## src/rtl/lif_neuron_layer.sv

```systemverilog
// -----------------------------------------------------------------------------
// lif_neuron_layer
//
// A layer of NUM_NODES independent leaky integrate-and-fire neurons. On every
// timestep (step_i strobe) each neuron leaks its membrane potential by
// v >>> LEAK_SHIFT, adds its signed input current and saturates the result.
// If the potential reaches THRESHOLD, the neuron emits a one-cycle spike and
// reloads V_RESET. It then stays silent for REFRAC_STEPS timesteps.
// inhibit_i clears every potential on a step. spikes_o feeds the nodes_i bus
// of the winner-selection stage bit-for-bit.
//
// Ports:
//   clk_i      in   1                    clock, rising edge
//   rst_ni     in   1                    async reset, active-low
//   step_i     in   1                    advance one timestep this cycle
//   current_i  in   NUM_NODES*I_WIDTH    packed signed currents, neuron k at
//                                        [k*I_WIDTH +: I_WIDTH]
//   inhibit_i  in   1                    global clear, qualified by step_i
//   spikes_o   out  NUM_NODES            registered one-cycle spike pulses
//   vmem_o     out  NUM_NODES*V_WIDTH    packed registered membrane potentials
//
// Strobe semantics: there is no ready/backpressure. A timestep is consumed on
// every rising edge where step_i=1. current_i and inhibit_i are sampled only
// on that edge. The results (spikes_o, vmem_o) are visible from the same edge
// and remain until the next edge. spikes_o is forced low on edges without a
// step.
// -----------------------------------------------------------------------------
module lif_neuron_layer #(
  parameter int NUM_NODES    = 1,
  parameter int V_WIDTH      = 16,
  parameter int I_WIDTH      = 8,
  parameter int THRESHOLD    = 1000,
  parameter int LEAK_SHIFT   = 4,
  parameter int REFRAC_STEPS = 2,
  parameter int V_RESET      = 0
) (
  input  logic                           clk_i,
  input  logic                           rst_ni,
  input  logic                           step_i,
  input  logic [NUM_NODES*I_WIDTH-1:0]   current_i,
  input  logic                           inhibit_i,
  output logic [NUM_NODES-1:0]           spikes_o,
  output logic [NUM_NODES*V_WIDTH-1:0]   vmem_o
);

  // Refractory counter is at least one bit wide so REFRAC_STEPS=0 still
  // yields a legal (always-zero) counter.
  localparam int RC_W = (REFRAC_STEPS > 0) ? $clog2(REFRAC_STEPS + 1) : 1;
  localparam logic [RC_W-1:0] RC_LOAD = RC_W'(REFRAC_STEPS);
  localparam logic [RC_W-1:0] RC_ONE  = RC_W'(1);

  localparam logic signed [V_WIDTH-1:0] V_RST = V_WIDTH'(V_RESET);
  localparam logic signed [V_WIDTH-1:0] THR_V = V_WIDTH'(THRESHOLD);

  // Saturation bounds, expressed both in the wide sum domain and in V_WIDTH.
  localparam logic signed [V_WIDTH+1:0] SUM_MAX = {3'b000, {(V_WIDTH-1){1'b1}}};
  localparam logic signed [V_WIDTH+1:0] SUM_MIN = {3'b111, {(V_WIDTH-1){1'b0}}};
  localparam logic signed [V_WIDTH-1:0] V_MAX   = {1'b0, {(V_WIDTH-1){1'b1}}};
  localparam logic signed [V_WIDTH-1:0] V_MIN   = {1'b1, {(V_WIDTH-1){1'b0}}};

  for (genvar k = 0; k < NUM_NODES; k++) begin : g_node
    logic signed [V_WIDTH-1:0]   v_q, v_d;
    logic        [RC_W-1:0]      rc_q, rc_d;
    logic                        spike_q, spike_d;
    logic signed [I_WIDTH-1:0]   cur;
    logic signed [V_WIDTH+1:0]   sum;
    logic signed [V_WIDTH-1:0]   vn;

    assign cur = current_i[k*I_WIDTH +: I_WIDTH];

    // Two guard bits hold v - leak + current without overflow. The casts
    // keep the operands signed, so each one is sign-extended.
    always_comb begin
      sum = (V_WIDTH+2)'(v_q) - (V_WIDTH+2)'(v_q >>> LEAK_SHIFT)
          + (V_WIDTH+2)'(cur);
      if (sum > SUM_MAX) begin
        vn = V_MAX;
      end else if (sum < SUM_MIN) begin
        vn = V_MIN;
      end else begin
        vn = sum[V_WIDTH-1:0];
      end
    end

    always_comb begin
      v_d     = v_q;
      rc_d    = rc_q;
      spike_d = 1'b0;
      if (step_i) begin
        // Refractory time elapses on every step, inhibited or not.
        if (rc_q != '0) begin
          rc_d = rc_q - RC_ONE;
        end
        if (inhibit_i || (rc_q != '0)) begin
          v_d = V_RST;
        end else if (vn >= THR_V) begin
          spike_d = 1'b1;
          v_d     = V_RST;
          rc_d    = RC_LOAD;
        end else begin
          v_d = vn;
        end
      end
    end

    always_ff @(posedge clk_i or negedge rst_ni) begin
      if (!rst_ni) begin
        v_q     <= V_RST;
        rc_q    <= '0;
        spike_q <= 1'b0;
      end else begin
        v_q     <= v_d;
        rc_q    <= rc_d;
        spike_q <= spike_d;
      end
    end

    assign spikes_o[k]                   = spike_q;
    assign vmem_o[k*V_WIDTH +: V_WIDTH]  = v_q;
  end

endmodule

```

## config.mk

```make
export PLATFORM = sky130hd
export DESIGN_NAME = lif_neuron_layer
export DESIGN_NICKNAME = d
export VERILOG_FILES = /design/src/rtl/lif_neuron_layer.sv
export SDC_FILE = /design/constraint.sdc
export NUM_CORES = 1
export LEC_CHECK = 0
export BUFFER_PORTS_ARGS = -buffer_cell sky130_fd_sc_hd__clkbuf_2
export CORE_UTILIZATION = 30
export DETAILED_ROUTE_END_ITERATION = 10
export SETUP_SLACK_MARGIN = 0.15
export SLEW_MARGIN = 20
export SYNTH_ARGS = -nofsm -noshare
export SYNTH_HDL_FRONTEND = slang
export SYNTH_SLANG_ARGS = --single-unit
export TNS_END_PERCENT = 10
```

## constraint.sdc

```tcl
create_clock -name clk_i -period 3.8 [get_ports clk_i]
set_clock_uncertainty 0.05 [all_clocks]
set_input_delay 0.19 -clock clk_i [delete_from_list [all_inputs] [get_ports clk_i]]
set_output_delay 0.19 -clock clk_i [all_outputs]
set_load 0.01 [all_outputs]
```

==> Flow_metrics.wiki <==
{| class="wikitable"
! Metric !! Value
|-
| Class of the most critical hold timing path || input port to register
|-
| Synthesized area || between 2000 and 2500 um2
|-
| CTS H-tree lvls || 1
|-
| Routability congestion estimate from global placement || about 0.88
|-
| Proportion of synthesized chip area in sequential cells || 0.1941
|-
| Minimum setup slack in the final design || 0.2763 ns
|-
| Area contributors post-synth || sky130_fd_sc_hd__dfrtp_1 19%, sky130_fd_sc_hd__fa_1 12%, sky130_fd_sc_hd__ha_1 10%
|-
| Stage delay of the slowest cell on the critical path || around 0.5 ns
|-
| Critical path data arrival time || ~3.6 ns
|-
| Die area || 8531 um2
|-
| # DRC || 0
|-
| Maximum fanout count along the critical path || 7
|-
| Clk slew on worst S/H paths || 0.07 ns
|-
| Inserted Clock Buffers || 3
|-
| Number of DRC markers after the initial detailed-route iteration || 100
|-
| Final Hold Vio Count || 0
|-
| Global-route wire length before repair || between 10000 and 15000 um
|-
| Insertion delay to the later sink of the worst-skew pair || between 0.2 and 0.3 ns
|-
| Core Box Area || 7807 um2
|-
| Antenna cell count || 0
|-
| Synth warn || 0
|-
| Count of placed standard cells including taps || just over 400
|-
| Total of max-cap violations || 0
|-
| Post-synthesis cell count || approximately 280
|-
| Average instance area after synthesis || approximately 8.8 um2
|-
| Post-synth EDFFs || 0
|-
| Slew Limit Fails || 0
|-
| CP endpoint kind || register
|-
| Slowest CP cell || sky130_fd_sc_hd__fa_1
|-
| Routed WL || 6306 um
|-
| Origin of the worst min-delay path || current_i[0]
|-
| Count of standard-cell rows || 32
|-
| Worst Setup Slack post-DPL || around 0.1 ns
|-
| Area share of the largest cell type after synthesis || 0.1941
|-
| Initial standard-cell utilization of the core || 0.3138
|-
| GR Overflow Total || 0
|-
| Post-DP Area || 2751 um2
|-
| DRT Pass-1 Iters || 4
|-
| Number of buffers between clock root and the deepest sink || 2
|-
| R2R Setup Slk || 0.28 ns
|-
| Average via count per standard cell || around 5
|-
| Num Clock Sinks || 19
|-
| Setup TNS || 0 ns
|-
| Worst R2R End || vmem_o[2]
|-
| Die boundary height || a little over 90 um
|-
| WHS Path Cells || 4
|-
| Half-perimeter wire length after detailed placement || between 4000 and 5000 um
|-
| Cell taking the most area after synthesis || sky130_fd_sc_hd__dfrtp_1
|-
| Run status || finished, final reports clean
|-
| Async SR Flop Fraction || 1.000
|-
| Portion of the clock cycle consumed by the worst path in the final layout || 0.9273
|-
| I/O Pins || 29
|-
| Worst relative slew slack || 0.6577
|-
| Clock tree root buffer cell || sky130_fd_sc_hd__clkbuf_8
|-
| Max Freq || 0.2838 GHz
|-
| Layout Cells excl Fill || between 400 and 500
|-
| Period minus WS final || approximately 3.5 ns
|-
| Startpoint of the worst-slack reg-to-reg timing path || vmem_o[12]
|-
| Distinct cells, synth || 57
|-
| Count of cells along the worst register-to-register path || 13
|-
| Via count of the first global-routing pass || roughly 2.1k
|-
| Count of final setup violators || 0
|-
| Critical path class || register to register
|-
| Dominant synthesized flop cell || sky130_fd_sc_hd__dfrtp_1
|-
| Critical path data required time || between 3 and 4 ns
|-
| Flops & latches, synth || 19
|-
| Wire length per cell || ~15 um
|-
| Worst min-delay path endpoint || vmem_o[0]
|-
| Filler cell count in the final layout || 796
|-
| Vias post-DR || 2159
|-
| Critical-path cell list || inv_1, fa_1, inv_1, ha_4, and4_1, nand4_1, o41ai_4, a211oi_1, a41o_1, a32o_2, a31oi_4, clkbuf_16, o22ai_2
|-
| Cell seen most often among critical-path stages || sky130_fd_sc_hd__inv_1
|-
| Largest net degree at the start of global routing || 20
|-
| Initial antenna violation count || 0
|-
| Fraction of layout cells with a size suffix above 1 || 0.3003
|-
| Clock tree from TritonCTS || done
|-
| GR Util All Layers || 0.1534
|-
| RSZ-0062 raised after global routing || true
|-
| Net Count, Synth || ~330
|-
| Area added between synthesis and finish || 26.00%
|-
| Post-Layout Inst Area || roughly 3000 um2
|-
| Actual transition at the worst max-transition pin || slightly above 0.5 ns
|-
| Die width || ~92 um
|-
| Number of buffers inserted by port buffering || 28
|-
| Net count of the finished layout || 371
|-
| Antenna-violating nets left || 0
|-
| Kind of start point of the critical path || register
|}
## through the flow
step	util	hold slack (ns)
after CTS	0.3595	0.2514
after floorplan	-	-0.1556
final	0.3954	0.2590
after detailed placement	0.3524	0.1257
after global routing	0.3954	0.2916
after global placement	0.3524	0.1209
## cell usage after synthesis, drive strengths merged (2+ instances only)
library cell,count
fa,15
clkbuf,4
buf,6
nand2,16
nor3,4
a21boi,3
inv,58
xor2,8
nand3,5
and2,2
o21a,2
nor2,10
a21oi,15
nand4,2
nand2b,3
nor4,2
a31oi,2
or3,2
dfrtp,19
a211oi,6
o22ai,15
xnor2,8
and3,3
and4,4
o21bai,3
a22oi,12
ha,20
o211ai,2
o21ai,12
## logic make-up (layout without fill, tap and decap cells)
logic type,after synthesis,in the layout,synth area share
compound gates,85,85,0.2921
buf+inv,68,113,0.1159
simple gates,55,55,0.1159
fa+ha+maj,35,35,0.2247
flops,19,19,0.1941
xor+xnor,16,16,0.05720
## routing by layer
layer	track usage	vias up	part of all wire
li1	-	1052	-
met1	0.2056	1045	0.46
met2	0.2636	55	0.50
met3	0.02299	7	0.033
met4	0.02604	0	0.0073
met5	0	-	0
## sequential cells by signal, summed over array words and instances (netlist names)
signal and flops:
g_node.rc_q 2, vmem_o 16, spikes_o 1
## layout make-up
class                   count  area, um2  area share
well taps                 102      127.6     0.04135
flip-flops and latches     19      476.7      0.1544
clock buffers               4      45.04     0.01459
multi-input cells         191       1862      0.6032
inverters                  58      217.7     0.07053
repair buffers             51      357.8      0.1159
## timing repair
item                                    4_1_cts  5_1_grt
endpoints found under the setup margin        0       16
endpoints found under the hold margin        19        0
hold buffers                                  1        0
gates resized for setup                       0       30
buffers inserted                              0       11
## critical path: cells and delay by family, from the launching register on
| family | cells | cell delay (ns) |
|---|---|---|
| AND/OR/NAND/NOR | 2 | 0.39 |
| adder cells (fa/ha/maj) | 2 | 0.81 |
| AO/OA/AOI/OAI | 6 | 1.40 |
| buffers and inverters | 3 | 0.38 |
| flip-flops | 1 | 0.37 |
## placed cells by master, fill, tap and decap left out, types with 3 or more instances in the layout
master / instances
sky130_fd_sc_hd__a21oi_1: 10
sky130_fd_sc_hd__nand2b_1: 3
sky130_fd_sc_hd__xor2_1: 8
sky130_fd_sc_hd__xnor2_2: 3
sky130_fd_sc_hd__fa_1: 15
sky130_fd_sc_hd__o21ai_1: 6
sky130_fd_sc_hd__dfrtp_1: 18
sky130_fd_sc_hd__and3_1: 3
sky130_fd_sc_hd__o22ai_2: 11
sky130_fd_sc_hd__inv_1: 57
sky130_fd_sc_hd__o21bai_1: 3
sky130_fd_sc_hd__xnor2_1: 5
sky130_fd_sc_hd__clkbuf_8: 3
sky130_fd_sc_hd__ha_1: 11
sky130_fd_sc_hd__clkbuf_2: 28
sky130_fd_sc_hd__nand3_1: 5
sky130_fd_sc_hd__and4_1: 3
sky130_fd_sc_hd__ha_2: 3
sky130_fd_sc_hd__a211oi_1: 3
sky130_fd_sc_hd__buf_4: 19
sky130_fd_sc_hd__a22oi_1: 12
sky130_fd_sc_hd__nand2_1: 16
sky130_fd_sc_hd__ha_4: 6
sky130_fd_sc_hd__o21ai_0: 5
sky130_fd_sc_hd__a21oi_4: 3
sky130_fd_sc_hd__nor2_1: 10
sky130_fd_sc_hd__o22ai_1: 4
sky130_fd_sc_hd__nor3_1: 3
## worst max path at each step
stage                      start  cells after the start         end
global route          vmem_o[13]                     13  vmem_o[14]
floorplan              vmem_o[1]                     13   vmem_o[0]
global placement    current_i[7]                     14  vmem_o[11]
detailed placement  current_i[7]                     14  vmem_o[10]
finish                vmem_o[12]                     13   vmem_o[2]
CTS                    vmem_o[1]                     13  vmem_o[10]
Power is left out: the tool's default activity adds up to more than one toggle a clock period on the data nets, which glitch-free logic cannot reach.
